$ cat config.mk
export PLATFORM = sky130hd
export DESIGN_NAME = diff_scan_unit
export DESIGN_NICKNAME = d
export VERILOG_FILES = /design/src/rtl/diff_pkg.sv /design/src/rtl/diff_chunk_prio.sv /design/src/rtl/diff_scan_unit.sv
export SDC_FILE = /design/constraint.sdc
export NUM_CORES = 1
export LEC_CHECK = 0
export ABC_AREA = 1
export CAP_MARGIN = 25
export CORE_MARGIN = 2
export CORE_UTILIZATION = 33
export DETAILED_ROUTE_END_ITERATION = 12
export PLACE_DENSITY_LB_ADDON = 0.15
export SETUP_SLACK_MARGIN = 0.05
export SYNTH_ARGS = -nofsm -noshare
export SYNTH_HDL_FRONTEND = slang
export SYNTH_SLANG_ARGS = --single-unit
$ cat constraint.sdc
create_clock -name clk -period 2.12 [get_ports clk]
set_input_delay 0.318 -clock clk [delete_from_list [all_inputs] [get_ports clk]]
set_output_delay 0.318 -clock clk [all_outputs]
set_load 0.02 [all_outputs]
$ cat src/rtl/diff_pkg.sv
// Shared definitions for the DIFF scan execution unit: default operand
// width, result width, the "no difference" code and the FSM state type.
package diff_pkg;

  localparam int DIFF_WIDTH = 32;
  localparam int DIFF_RES_W = $clog2(DIFF_WIDTH) + 1;
  localparam int DIFF_NONE  = DIFF_WIDTH;

  typedef enum logic [1:0] {
    IDLE = 2'd0,
    SCAN = 2'd1,
    DONE = 2'd2
  } diff_state_t;

  // Index width for n items; never zero so degenerate sizes still get a 1-bit field.
  function automatic int diff_idx_w(input int n);
    return (n > 1) ? $clog2(n) : 1;
  endfunction

endpackage

$ cat src/rtl/diff_chunk_prio.sv
// Combinational CHUNK-bit priority chain. Each cell claims its own index
// when its bit is set and no lower cell (or the incoming carry) has already
// claimed; the carry ORs forward so c_out = c_in | (bits != 0).
module diff_chunk_prio
  import diff_pkg::*;
#(
  parameter int CHUNK = 8,
  parameter int POS_W = diff_idx_w(CHUNK)
) (
  input  logic             c_in,
  input  logic [CHUNK-1:0] bits,
  output logic [POS_W-1:0] pos,
  output logic             c_out
);

  logic [CHUNK:0]   carry;
  logic [CHUNK-1:0] sel;

  assign carry[0] = c_in;

  generate
    for (genvar gi = 0; gi < CHUNK; gi++) begin : g_cell
      assign sel[gi]     = bits[gi] & ~carry[gi];
      assign carry[gi+1] = carry[gi] | bits[gi];
    end
  endgenerate

  assign c_out = carry[CHUNK];

  // At most one cell is selected, so OR-ing the selected indices encodes it.
  always_comb begin
    pos = '0;
    for (int i = 0; i < CHUNK; i++) begin
      if (sel[i]) pos = pos | POS_W'(i);
    end
  end

endmodule

$ cat src/rtl/diff_scan_unit.sv
// DIFF instruction unit: finds the lowest bit index where op_a and op_b
// differ (or WIDTH when equal) by scanning the XOR CHUNK bits per cycle.
// Optional macro DIFF_SCAN_EARLY_EXIT_EN ends the scan on the first hit;
// without it the latency is fixed at WIDTH/CHUNK+1 cycles.
module diff_scan_unit
  import diff_pkg::*;
#(
  parameter int WIDTH = DIFF_WIDTH,
  parameter int CHUNK = 8
) (
  input  logic                   clk,
  input  logic                   rst_n,
  input  logic                   start,
  input  logic [WIDTH-1:0]       op_a,
  input  logic [WIDTH-1:0]       op_b,
  output logic                   busy,
  output logic [$clog2(WIDTH):0] result,
  output logic                   result_valid,
  input  logic                   result_ack
);

  localparam int NCHUNK = WIDTH / CHUNK;
  localparam int IDX_W  = diff_idx_w(NCHUNK);
  localparam int POS_W  = diff_idx_w(CHUNK);
  localparam int RES_W  = $clog2(WIDTH) + 1;

  localparam logic [IDX_W-1:0] LAST_IDX = IDX_W'(NCHUNK - 1);
  localparam logic [RES_W-1:0] NONE_R   = RES_W'(WIDTH);
  localparam logic [RES_W-1:0] CHUNK_R  = RES_W'(CHUNK);

  diff_state_t      state_reg, state_next;
  logic [WIDTH-1:0] diff_reg, diff_next;
  logic [IDX_W-1:0] chunk_idx_reg, chunk_idx_next;
  logic             found_reg, found_next;
  logic [RES_W-1:0] result_reg, result_next;
  logic             valid_reg, valid_next;

  logic [CHUNK-1:0] chunk_words [NCHUNK];
  logic [CHUNK-1:0] cur_chunk;
  logic [POS_W-1:0] chunk_pos;
  logic             chunk_c_out;
  logic             first_hit;
  logic [RES_W-1:0] hit_index;

  generate
    for (genvar gi = 0; gi < NCHUNK; gi++) begin : g_word
      assign chunk_words[gi] = diff_reg[gi*CHUNK +: CHUNK];
    end
  endgenerate

  assign cur_chunk = chunk_words[chunk_idx_reg];

  // The found register is the carry into the chain, so a chunk after the
  // first hit can never claim a position.
  diff_chunk_prio #(
    .CHUNK (CHUNK),
    .POS_W (POS_W)
  ) u_prio (
    .c_in  (found_reg),
    .bits  (cur_chunk),
    .pos   (chunk_pos),
    .c_out (chunk_c_out)
  );

  assign first_hit = chunk_c_out & ~found_reg;
  assign hit_index = RES_W'(chunk_idx_reg) * CHUNK_R + RES_W'(chunk_pos);

  // Next-state logic for the IDLE -> SCAN -> DONE sequence.
  always_comb begin
    state_next     = state_reg;
    diff_next      = diff_reg;
    chunk_idx_next = chunk_idx_reg;
    found_next     = found_reg;
    result_next    = result_reg;
    valid_next     = valid_reg;
    case (state_reg)
      IDLE: begin
        if (start) begin
          diff_next      = op_a ^ op_b;
          chunk_idx_next = '0;
          found_next     = 1'b0;
          state_next     = SCAN;
        end
      end
      SCAN: begin
        found_next     = chunk_c_out;
        chunk_idx_next = chunk_idx_reg + 1'b1;
        if (first_hit) result_next = hit_index;
        if (chunk_idx_reg == LAST_IDX) begin
          state_next = DONE;
          valid_next = 1'b1;
          if (!chunk_c_out) result_next = NONE_R;
        end
`ifdef DIFF_SCAN_EARLY_EXIT_EN
        else if (first_hit) begin
          state_next = DONE;
          valid_next = 1'b1;
        end
`endif
      end
      DONE: begin
        // A start arriving with the ack is not seen: it is only sampled in IDLE.
        if (result_ack) begin
          state_next = IDLE;
          valid_next = 1'b0;
        end
      end
      default: begin
        state_next = IDLE;
        valid_next = 1'b0;
      end
    endcase
  end

  // State registers; reset discards any scan or pending result at once.
  always_ff @(posedge clk or negedge rst_n) begin
    if (!rst_n) begin
      state_reg     <= IDLE;
      diff_reg      <= '0;
      chunk_idx_reg <= '0;
      found_reg     <= 1'b0;
      result_reg    <= '0;
      valid_reg     <= 1'b0;
    end else begin
      state_reg     <= state_next;
      diff_reg      <= diff_next;
      chunk_idx_reg <= chunk_idx_next;
      found_reg     <= found_next;
      result_reg    <= result_next;
      valid_reg     <= valid_next;
    end
  end

  assign busy         = (state_reg != IDLE);
  assign result       = result_reg;
  assign result_valid = valid_reg;

endmodule

==> metrics.cfg <==
[detailed_routing]
via_count = 2066
routed_wl_um = 5140
viasPerCell = 4.36
dr.pass1.iters = 4
wl_per_cell_um = 10.9
drc = 0
detail-route-antenna-nets = 0
detailedRoute.firstIterationViolations = 58

[synthesis]
ys_seq_elements = 44
synth_area_per_cell_um2 = 8.15
ys_types = 24
synth_edf_count = 0
synth_seq_area_share_pct = 45.4
async_flop_share_pct = 100
synth_ff_type = dfrtp_1
yosys.area.top_type = dfrtp_1
synthAdderAreaFrac_pct = 0.515
netlist_instances = 298
syn_area_um2 = 2430
muxShareOfSynthArea_pct = 0
syn_nets = 367
yosysTopAreaCellShare_pct = 45.4
synth_compound_area_share_pct = 8.81
synth_top_family_by_area = simple AND/OR/NAND/NOR gates
synth_xor_area_share_pct = 11.5
yosys_warnings = 0
synth_simple_gate_area_share_pct = 26.0
ys_top_cells_by_area = dfrtp_1 45%, nand2_1 14%, xnor2_1 12%

[floorplan]
die_w_um = 89.8
core_area_um2 = 7180
die_h_um = 89.8
io_pins = 76
initial_core_util_pct = 33.8
dieArea_um2 = 8060
num_rows = 31

[layout]
largest_reg_flops = 32
final_util_pct = 47.3
fill_cells = 720
final_cells = 474
layout.cell_area.non_filler_um2 = 3390
final_cell_mix = 90 x nand2_1, 74 x clkdlybuf4s50_1, 44 x dfrtp_1
layout_commonest_cell = nand2_1
diodes = 0
nets = 443
layout-drive-gt1-share_pct = 9.60
syn_to_final_growth_pct = 39.7

[timing]
tightest_slew_ps = 452
finClkSkew_ps = 9.75
whs_ps = 490
max_slew_margin_pct = 69.8
layout_min_cycle_time_ps = 1780
hold_viol_final = 0
maxSlewViolCount = 0
setup-tns-final_ps = 0
fin_crit_sh_pct = 83.8
max_freq_ghz = 0.563
setup_viol = 0
setup_ws_ps = 343
rsz0062_at_grt = no

[global_routing]
grt_overflow = 0
use_met3_pct = 3.27
grt_pass1_vias = 2036
grt_max_degree = 47
grt_antenna_before_repair = 0
grt_use_met2_pct = 22.6
use_met1_pct = 17.9
grt_pass1_wl_um = 9070
grt_use_total_pct = 13.7
busiest_layer = met2

[setup_path]
critPathArrivalTime_ps = 1960
cp_slowest_cell = dfrtp_1
crit_chain = inv_6, nand2_1, nand3_1, nand2_1, inv_1, nor2_4, nand4_4, nand2_2, nand2_2, nand2_1, a21oi_1
critical_path_required_ps = 2300
timing.critical_path.mode_cell = nand2_1
cp-end-kind = flop
start_kind = flop
slowest_delay_ps = 560
crit_type = flop to flop
cp_max_fo = 17

[power]
comb_power_share_pct = 48.5
p_clk_share_pct = 16.2
p_switching_mw = 1.81
p_int_mw = 2.50
total_leakage_power_nw = 1.54
vdd_drop_max_mv = 0.388
p_seq_share_pct = 35.3
powerDensity_nw_per_um2 = 1270
total_power_mw = 4.31
swShare_pct = 42.0

[place]
hpwlAfterDp_um = 4110
place_area_um2 = 3250
place_inst = 465
place_ws_ps = 329
gp_congestion = 0.886
portBuffers = 75

[hold_path]
hold_class = input pin to async pin

[outcome]
status = completed

[cts]
clkLatencyLatePin_ps = 300
h-tree-depth = 2
cts_repair_resize_count = 0
cts_tree = yes
cts-buffers-inserted = 5
clockBufferDepth = 2
root_buffer = clkbuf_8
cts.sinks = 44
path_clk_slew_ps = 90

[flow_run]
drv_cap = 0

==> cell usage after synthesis, types with 3 or more instances <==
master,n
clkbuf_1,7
dfrtp_1,44
inv_1,24
xnor2_1,32
buf_6,3
inv_2,4
nor2_1,7
o21ai_0,38
nand2_1,91
nand3_2,3
nand2_2,9
nand3_1,23
==> final timing paths <==
path,start,endpoint,slack [ps],cells after the start
min in group clk,diff_reg[0],diff_reg[0],490,2
max in group asynchronous,rst_n,diff_reg[1],930,3
setup / recovery,chunk_idx_reg[0],result[1],340,11
hold reg to reg,diff_reg[0],diff_reg[0],490,2
hold / removal,rst_n,result_valid,490,2
setup reg to reg,chunk_idx_reg[0],result[1],340,11
==> cell families (layout without fill, tap and decap cells) <==
logic type                 count (synthesis)  after routing
DFF                                       44             44
AOI/OAI and AO/OA                         42             42
buffers and inverters                     40            117
and+or+nand+nor                          139            139
adders and majority gates                  1              1
xor gates and xnor gates                  32             32
==> power groups by stage <==
stage / sequential (mW) / clock, mW / combinational [mW]
2_1_floorplan: 1.50 / 0 / 1.54
3_3_place_gp: 1.54 / 0 / 2.08
3_5_place_dp: 1.54 / 0 / 2.11
4_1_cts: 1.53 / 0.720 / 2.12
5_1_grt: 1.58 / 0.756 / 2.41
6_report: 1.52 / 0.699 / 2.09
==> critical path, delay by kind of cell, from the launching register on <==
| family | cells | cell delay (ps) |
|---|---|---|
| flops | 1 | 560 |
| simple gates | 8 | 840 |
| compound gates | 1 | 60 |
| buf+inv | 2 | 210 |
==> area by class of cell <==
cell class                 count  area, um2  share of cell area (%)
multi-input combinational    214       1140                    33.6
sequential                    44       1100                    32.5
timing repair buffer          80        786                    23.2
tap                           99        124                    3.65
inverter                      29        114                    3.36
clock buffer                   7       96.3                    2.84
clock inverter                 1       30.0                   0.886
==> layer usage <==
metal | vias up | routed length (um)
met5 | - | 0
met4 | 0 | 87
met3 | 8 | 240
met2 | 54 | 2420
met1 | 922 | 2400
li1 | 1082 | -
==> repair_timing <==
item	in CTS	in global routing
setup buffers	0	0
setup endpoints to repair	0	0
hold endpoints to repair	18	0
hold buffers	1	0
Note: power is estimated with default switching activity, not from simulation.
